**src/rtl/output_io_arb_pkg.sv**
```systemverilog
// Shared types and constants for the OUTPUT_IO pad arbiter.
package output_io_arb_pkg;

  typedef enum logic [1:0] {
    IDLE  = 2'd0,
    GRANT = 2'd1,
    TURN  = 2'd2
  } state_e;

  localparam int TURN_W = 4;
  localparam int HOLD_W = 8;

  // Index width, kept at least 1 bit so single-bit ports never collapse.
  function automatic int idx_w(input int n);
    return (n > 1) ? $clog2(n) : 1;
  endfunction

endpackage

```
**src/rtl/output_io_arb_rr_pick.sv**
```systemverilog
// Combinational round-robin picker: first set req bit at or above ptr, with wrap.
module rr_pick
  import output_io_arb_pkg::*;
#(
  parameter int NREQ = 4,
  parameter int IW   = idx_w(NREQ)
) (
  input  logic [NREQ-1:0] req_i,
  input  logic [IW-1:0]   ptr_i,
  output logic            vld_o,
  output logic [IW-1:0]   idx_o
);

  assign vld_o = |req_i;

  // Scan offsets high to low so the smallest offset from ptr is the last write.
  always_comb begin
    idx_o = '0;
    for (int i = NREQ - 1; i >= 0; i--) begin
      if (req_i[(int'(ptr_i) + i) % NREQ]) idx_o = IW'((int'(ptr_i) + i) % NREQ);
    end
  end

endmodule

```
**src/rtl/output_io_arb.sv**
```systemverilog
// Round-robin owner arbitration for one OUTPUT_IO pad with registered OQI data
// and a turnaround gap. Define OUTPUT_IO_ARB_TIMEOUT_EN for forced release after MAX_HOLD.
module output_io_arb
  import output_io_arb_pkg::*;
#(
  parameter int   NREQ     = 4,
  parameter int   TURN_CYC = 1,
  parameter int   MAX_HOLD = 16,
  parameter logic IDLE_VAL = 1'b0
) (
  input  logic                    clk,
  input  logic                    rst_n,
  input  logic [NREQ-1:0]         req,
  input  logic [NREQ-1:0]         dat,
  output logic [NREQ-1:0]         gnt,
  output logic [idx_w(NREQ)-1:0]  owner,
  output logic                    busy,
  output logic                    oqi
);

  localparam int IW = idx_w(NREQ);
  localparam logic [TURN_W-1:0] TURN_LD = (TURN_CYC > 0) ? TURN_W'(TURN_CYC - 1) : '0;

  if (NREQ < 2 || NREQ > 16 || TURN_CYC < 0 || TURN_CYC > 15 ||
      MAX_HOLD < 1 || MAX_HOLD > 255) begin : g_bad_cfg
    $error("output_io_arb: parameter out of range");
  end

  state_e            state_q;
  logic [NREQ-1:0]   gnt_q;
  logic [IW-1:0]     owner_q, ptr_q, ptr_d;
  logic [TURN_W-1:0] turn_q;
  logic              oqi_q;
  logic              pick_vld, tmo, rel;
  logic [IW-1:0]     pick_idx;

  rr_pick #(.NREQ(NREQ), .IW(IW)) u_pick (
    .req_i (req),
    .ptr_i (ptr_q),
    .vld_o (pick_vld),
    .idx_o (pick_idx)
  );

  assign ptr_d = (pick_idx == IW'(NREQ - 1)) ? '0 : pick_idx + 1'b1;

`ifdef OUTPUT_IO_ARB_TIMEOUT_EN
  localparam logic [HOLD_W-1:0] HOLD_LIM = HOLD_W'(MAX_HOLD);
  logic [HOLD_W-1:0] hold_q, hold_d;

  // gnt_q is the owner's one-hot in GRANT, so masking it leaves only waiters.
  assign tmo    = (|(req & ~gnt_q)) && (hold_q >= HOLD_LIM - 1'b1);
  assign hold_d = (state_q == IDLE) ? '0 :
                  (state_q == GRANT && hold_q != HOLD_LIM) ? hold_q + 1'b1 : hold_q;

  always_ff @(posedge clk or negedge rst_n) begin
    if (!rst_n) hold_q <= '0;
    else        hold_q <= hold_d;
  end
`else
  assign tmo = 1'b0;
`endif

  // A timeout coinciding with a req drop is just one release.
  assign rel = ~req[owner_q] | tmo;

  always_ff @(posedge clk or negedge rst_n) begin
    if (!rst_n) begin
      state_q <= IDLE;
      gnt_q   <= '0;
      owner_q <= '0;
      ptr_q   <= '0;
      turn_q  <= '0;
      oqi_q   <= IDLE_VAL;
    end else begin
      case (state_q)
        IDLE: begin
          oqi_q <= IDLE_VAL;
          if (pick_vld) begin
            gnt_q   <= NREQ'(1) << pick_idx;
            owner_q <= pick_idx;
            ptr_q   <= ptr_d;
            state_q <= GRANT;
          end
        end
        GRANT: begin
          if (rel) begin
            gnt_q   <= '0;
            oqi_q   <= IDLE_VAL;
            turn_q  <= TURN_LD;
            state_q <= (TURN_CYC > 0) ? TURN : IDLE;
          end else begin
            oqi_q <= dat[owner_q];
          end
        end
        TURN: begin
          oqi_q <= IDLE_VAL;
          if (turn_q == '0) state_q <= IDLE;
          else              turn_q  <= turn_q - 1'b1;
        end
        default: state_q <= IDLE;
      endcase
    end
  end

  assign gnt   = gnt_q;
  assign owner = owner_q;
  assign busy  = (state_q != IDLE);
  assign oqi   = oqi_q;

endmodule
```
**config.mk**
```make
export PLATFORM = sky130hd
export DESIGN_NAME = output_io_arb
export DESIGN_NICKNAME = d
export VERILOG_FILES = /design/src/rtl/output_io_arb_pkg.sv /design/src/rtl/output_io_arb_rr_pick.sv /design/src/rtl/output_io_arb.sv
export SDC_FILE = /design/constraint.sdc
export NUM_CORES = 1
export LEC_CHECK = 0
export ABC_AREA = 1
export CAP_MARGIN = 20
export CORE_UTILIZATION = 47
export CTS_BUF_LIST = sky130_fd_sc_hd__clkbuf_4
export DETAILED_ROUTE_END_ITERATION = 8
export PLACE_DENSITY = 0.7
export SLEW_MARGIN = 0
export SYNTH_ARGS = -nofsm -noshare
export SYNTH_HDL_FRONTEND = slang
export SYNTH_SLANG_ARGS = --single-unit
```
**constraint.sdc**
```tcl
create_clock -name clk -period 3.9 [get_ports clk]
set_input_delay 0.585 -clock clk [delete_from_list [all_inputs] [get_ports clk]]
set_output_delay 0.585 -clock clk [all_outputs]
set_load 0.005 [all_outputs]
```
==> results.ini, run 1 <==
[die]
die_area_um2 = 2200
coreArea_um2 = 1800
start_util = 0.526
die_x_um = 46.9
fp.dieH_um = 46.9
pin_count = 18
rows = 15

[clocking]
insertion_delay_ns = 0.29
htree_levels = 1
cts_resized = 0
clk_pin_slew_ns = 0.10
root_buffer = clkbuf_4
holdBufCountCts = 0
cts_buffers = 3
cts_tree = done
clockBufferDepth = 2
numClockSinks = 15
cts_setup_buffers = 0

[final_layout]
final_common_cell = nand2_1
antenna-diode-count = 0
area_growth_pct = 22.7
num-nets-final = 160
fillerInstances = 174
drive_above_1_share = 0.139
layout_common_cells = nand2_1 (30), nand3_1 (17), clkdlybuf4s50_1 (17)

[synthesis]
seq_area_frac_synth = 0.396
syn_area_um2 = 948
yosysTopAreaCell = dfrtp_1
synth.distinct_cells = 21
synth_seq_cells = 15
synthCells = 125
syn_avg_cell_area_um2 = 7.59
synth.top_cell.area_share = 0.396
ys_warn_count = 0
synth.top_cells.by_area = dfrtp_1 (40%), nand2_1 (12%), nand3_1 (9.0%)
syn_nets = 140

[global_routing]
grt-ovfl-total = 0
grt_max_degree = 16
antenna_found_initial = 0
grt_pass1_wl_um = 3060
grt_pass1_vias = 748
grtUsageTotal = 0.196

[worst_setup_path]
reg2reg_depth = 9
r2r_setup_slack_ns = 2.07
regToRegStartpoint = ptr_q[0]
cp_top_family = buffers and inverters
slowest_stage = clkdlybuf4s50_1
cp_common_cell = nand2_1
endpoint_kind = flip-flop
critPathKind = in -> reg
critPathRequiredTime_ns = 4.11
worst-path-buf-inv = 3
r2r_end = ptr_q[1]
cp.arrival_ns = 2.28
crit_path_start_kind = primary input
critPathMaxFanout = 5
crit_path_max_incr_delay_ns = 0.51
path_cells = clkdlybuf4s50_1 -> inv_1 -> nand2_1 -> nand3_1 -> nand2_1 -> nand3_2 -> nand2_1 -> nand2_1 -> nand2_2 -> inv_1 -> ha_1 -> o21ai_0

[pwr]
p_per_area_nw_per_um2 = 792
power_frac_clock = 0.098
p_sw_frac = 0.474
p_leak_nw = 0.593
power_mw = 0.922
seq_power_share = 0.308
combPwrFrac = 0.594
switchingPower_mw = 0.437
vdd_ir_drop_max_mv = 0.433
p_int_mw = 0.485

[sta]
tightestPinTransition_ns = 0.684
slew_headroom = 0.543
setup_viol = 0
finClkSkew_ns = 0.00971
period_needed_ns = 2.06
slew_viol_final = 0
fin_crit_sh = 0.529
max_freq_mhz = 484
final-hold-violation-count = 0
tns_ns = 0
grt_setup_unrepaired = false

[run_status]
status = finished, final reports clean

[worst_hold_path]
min_delay_path_depth = 1
worstHoldPathType = reg -> reg
hp-start = turn_q[0]
holdPathEnd = turn_q[0]

[routing]
drt_iter0_markers = 18
route.vias.total = 835
drt-wirelength-per-cell_um = 10.8
routed_wl_um = 1830
dr.pass1.iters = 4
ant_nets = 0
via_per_inst = 4.94
route.detailed.drc = 0

[placed_design]
hpwl_um = 1440
gp_congestion = 0.907
io_buffers = 17

[flow_run]
maxCapViolations = 0

worst max-delay path by stage:
| stage | startpoint | end | slack [ns] | depth (start not counted) |
|---|---|---|---|---|
| after CTS | req[3] | ptr_q[1] | 1.83 | 10 |
| after floorplan | req[1] | ptr_q[1] | 2.24 | 10 |
| final | req[1] | ptr_q[1] | 1.84 | 12 |
| after detailed placement | req[3] | ptr_q[1] | 1.53 | 10 |
| after global placement | req[3] | ptr_q[1] | 1.61 | 10 |
| after global routing | req[3] | ptr_q[1] | 1.64 | 10 |
per-layer routing:
layer / track usage / wire length [um] / vias to the layer above
met5: 0 / 0 / -
met1: 0.243 / 894 / 370
met3: 0.0577 / 105 / 2
met2: 0.350 / 824 / 21
met4: 0.0171 / 6 / 0
li1: - / - / 442
sequential cells by signal, summed over array words and instances, names as in the netlist:
register	cells
gnt	4
oqi	1
owner	2
ptr_q	2
state_q	2
turn_q	4
layout make-up:
| cell class | instances | area [um2] | area share |
|---|---|---|---|
| inverter | 20 | 82.6 | 0.0710 |
| tap | 25 | 31.3 | 0.0269 |
| clock inverter | 1 | 7.51 | 0.00645 |
| multi-input combinational | 88 | 474 | 0.408 |
| clock buffer | 3 | 22.5 | 0.0194 |
| sequential | 15 | 375 | 0.323 |
| timing repair buffer | 17 | 170 | 0.146 |
kinds of logic (layout without fill, tap and decap cells):
family | after synthesis | count (layout) | share of synthesized area
compound gates | 19 | 19 | 0.111
simple gates | 62 | 62 | 0.305
buf+inv | 22 | 41 | 0.104
flops | 15 | 15 | 0.396
xor+xnor | 2 | 2 | 0.0185
fa+ha+maj | 5 | 5 | 0.0660
power by group through the flow:
stage | Combinational [mW] | Clock [mW] | Sequential (mW)
floorplan | 0.417 | 0 | 0.267
global placement | 0.534 | 0 | 0.287
detailed placement | 0.553 | 0 | 0.288
CTS | 0.556 | 0.0943 | 0.284
global route | 0.635 | 0.0992 | 0.295
finish | 0.547 | 0.0899 | 0.284
cell usage after synthesis:
cell / count
o22ai_1: 1
nand4_1: 1
xor2_1: 1
nand2_1: 30
nand2_2: 8
o21ai_2: 1
xnor2_1: 1
o21ai_1: 5
nor2_1: 4
inv_1: 15
dfrtp_1: 15
inv_8: 1
o21ai_0: 7
a21oi_1: 4
buf_2: 1
ha_1: 5
a32o_1: 1
inv_2: 4
nand3_2: 2
buf_6: 1
nand3_1: 17
stage by stage:
stage / hold slack (ns) / area (um2) / util / cells / worst slack, ns
detailed placement: 0.490 / 1130 / 0.629 / 165 / 1.53
floorplan: 0.289 / 948 / - / 125 / 2.24
global placement: 0.487 / 1130 / 0.629 / 165 / 1.61
finish: 0.508 / 1160 / 0.646 / 169 / 1.84
CTS: 0.508 / 1160 / 0.646 / 169 / 1.83
global route: 0.537 / 1160 / 0.646 / 169 / 1.64
Note: power is estimated with default switching activity, not from simulation.
==> inputs of run 2 (changes only) <==
- PLACE_DENSITY: 0.7 -> 0.73
- clock period: 3.9 -> 1.8 ns (I/O delays scaled with it)
==> run 2 against run 1 <==
Net effect: clock power is 130% higher; utilization up 7.8 points; sequential power up 110%; largest cell class unchanged; first-iteration DRC count fell by 22%; non-clock buffer count is 15 higher; cell count grew 8.9%; power grew to 2.6 times the previous value; clock-buffer cell count increased by 1; sequential share of layout area down 3.4 points; routed wire length up 17%; die area unchanged.
==> results.ini, run 2 (synthesis gave the netlist of run 1 again) <==
[run_status]
status = finished, final reports clean

[worst_hold_path]
worstHoldPathType = in -> async

[final_layout]
final_util = 0.724
final_common_cell = nand2_1
antenna-diode-count = 0
num-nets-final = 175
layout_common_cells = nand2_1 (29), clkdlybuf4s50_1 (17), nand3_1 (16)
area_growth_pct = 37.5
drive_above_1_share = 0.258

[flow_run]
maxCapViolations = 0

[routing]
drt_iter0_markers = 14
dr.pass1.iters = 4
route.detailed.drc = 0
routed_wl_um = 2150
drt-wirelength-per-cell_um = 11.7
ant_nets = 0
via_per_inst = 4.84
route.vias.total = 890

[worst_setup_path]
slowest_stage = dfrtp_2
crit_path_start_kind = flip-flop
critPathMaxFanout = 4
cp.arrival_ns = 1.85
cp_common_cell = nand2_1
endpoint_kind = flip-flop
critPathKind = reg -> reg
crit_path_max_incr_delay_ns = 0.42
path_cells = dlymetal6s2s_1 -> o21ai_2 -> nand2_1 -> nand3_2 -> nand2_1 -> nand2_1 -> nand2_2 -> buf_4 -> ha_1 -> nand2_1 -> nand2_1
critPathRequiredTime_ns = 1.97

[sta]
finClkSkew_ns = 0.00736
slew_viol_final = 0
final-hold-violation-count = 0
setup_viol = 0
max_freq_mhz = 598
hold_slack_ns = 0.287
fin_crit_sh = 0.929
tightestPinTransition_ns = 0.360
period_needed_ns = 1.67
slew_headroom = 0.759
tns_ns = 0

[global_routing]
antenna_found_initial = 0
grt_pass1_wl_um = 3310
grt-ovfl-total = 0
grt_max_degree = 16
grt_pass1_vias = 771
grtUsageTotal = 0.222

[clocking]
numClockSinks = 15
holdBufCountCts = 0
htree_levels = 1
insertion_delay_ns = 0.28
cts_buffers = 3
clk_pin_slew_ns = 0.09
cts_tree = done
root_buffer = clkbuf_4
clockBufferDepth = 2

[die]
start_util = 0.526
coreArea_um2 = 1800
pin_count = 18
die_x_um = 46.9
die_area_um2 = 2200
rows = 15
fp.dieH_um = 46.9

[placed_design]
hpwl_um = 1630
io_buffers = 17
gp_congestion = 0.806

[pwr]
p_per_area_nw_per_um2 = 1810
p_leak_nw = 0.684
vdd_ir_drop_max_mv = 1.20

-- run 2: report_power, final --
part	switching (mW)	leakage (nW)	total, mW	internal [mW]
combinational	0.824	0.472	1.56	0.733
clock	0.106	0.0184	0.207	0.101
sequential	0.113	0.194	0.589	0.476
total	1.04	0.684	2.35	1.31
-- run 2: repair_timing --
item | CTS | global route
setup endpoints to repair | 1 | 3
cloned | 0 | 0
gates resized for setup | 1 | 8
pin swaps | 0 | 4
setup buffers | 0 | 5
-- run 2: area by class of cell --
type                    count  area (um2)
repair buffers             32         292
well taps                  25        31.3
inverters                  20        82.6
multi-input cells          88         492
clock buffers               4        30.0
flip-flops and latches     15         377
fillers                   147         498
-- run 2: path summary, 6_finish.rpt --
check | start | to | slack, ns | cells past startpoint
setup / recovery | ptr_q[0] | gnt[0] | 0.13 | 11
hold / removal | rst_n | state_q[1] | 0.29 | 2
setup reg to reg | ptr_q[0] | gnt[0] | 0.13 | 11
hold reg to reg | turn_q[0] | turn_q[0] | 0.51 | 1
max in group asynchronous | rst_n | ptr_q[0] | 1.32 | 2
min in group clk | turn_q[0] | turn_q[0] | 0.51 | 1
-- run 2: critical path, delay by kind of cell, from the launching register on --
kind / cells / cell delay, ns
adder cells (fa/ha/maj): 1 / 0.17
buffers and inverters: 2 / 0.33
AO/OA/AOI/OAI: 1 / 0.14
flip-flops: 1 / 0.42
AND/OR/NAND/NOR: 7 / 0.50
-- run 2: through the flow --
| stage | cell area (um2) | power (mW) | instances | worst slack, ns |
|---|---|---|---|---|
| after global placement | 1210 | 1.88 | 175 | -0.128 |
| after detailed placement | 1210 | 1.93 | 175 | -0.207 |
| after floorplan | 948 | 1.48 | 125 | 0.251 |
| after global routing | 1300 | 2.61 | 184 | -0.0148 |
| after CTS | 1240 | 2.15 | 179 | 0.0740 |
| final | 1300 | 2.35 | 184 | 0.129 |
-- run 2: routing by layer --
metal | up-vias | global-route usage | wire length [um]
li1 | 469 | - | -
met1 | 396 | 0.275 | 1020
met2 | 21 | 0.364 | 996
met3 | 4 | 0.0538 | 96
met4 | 0 | 0.103 | 36
met5 | - | 0 | 0
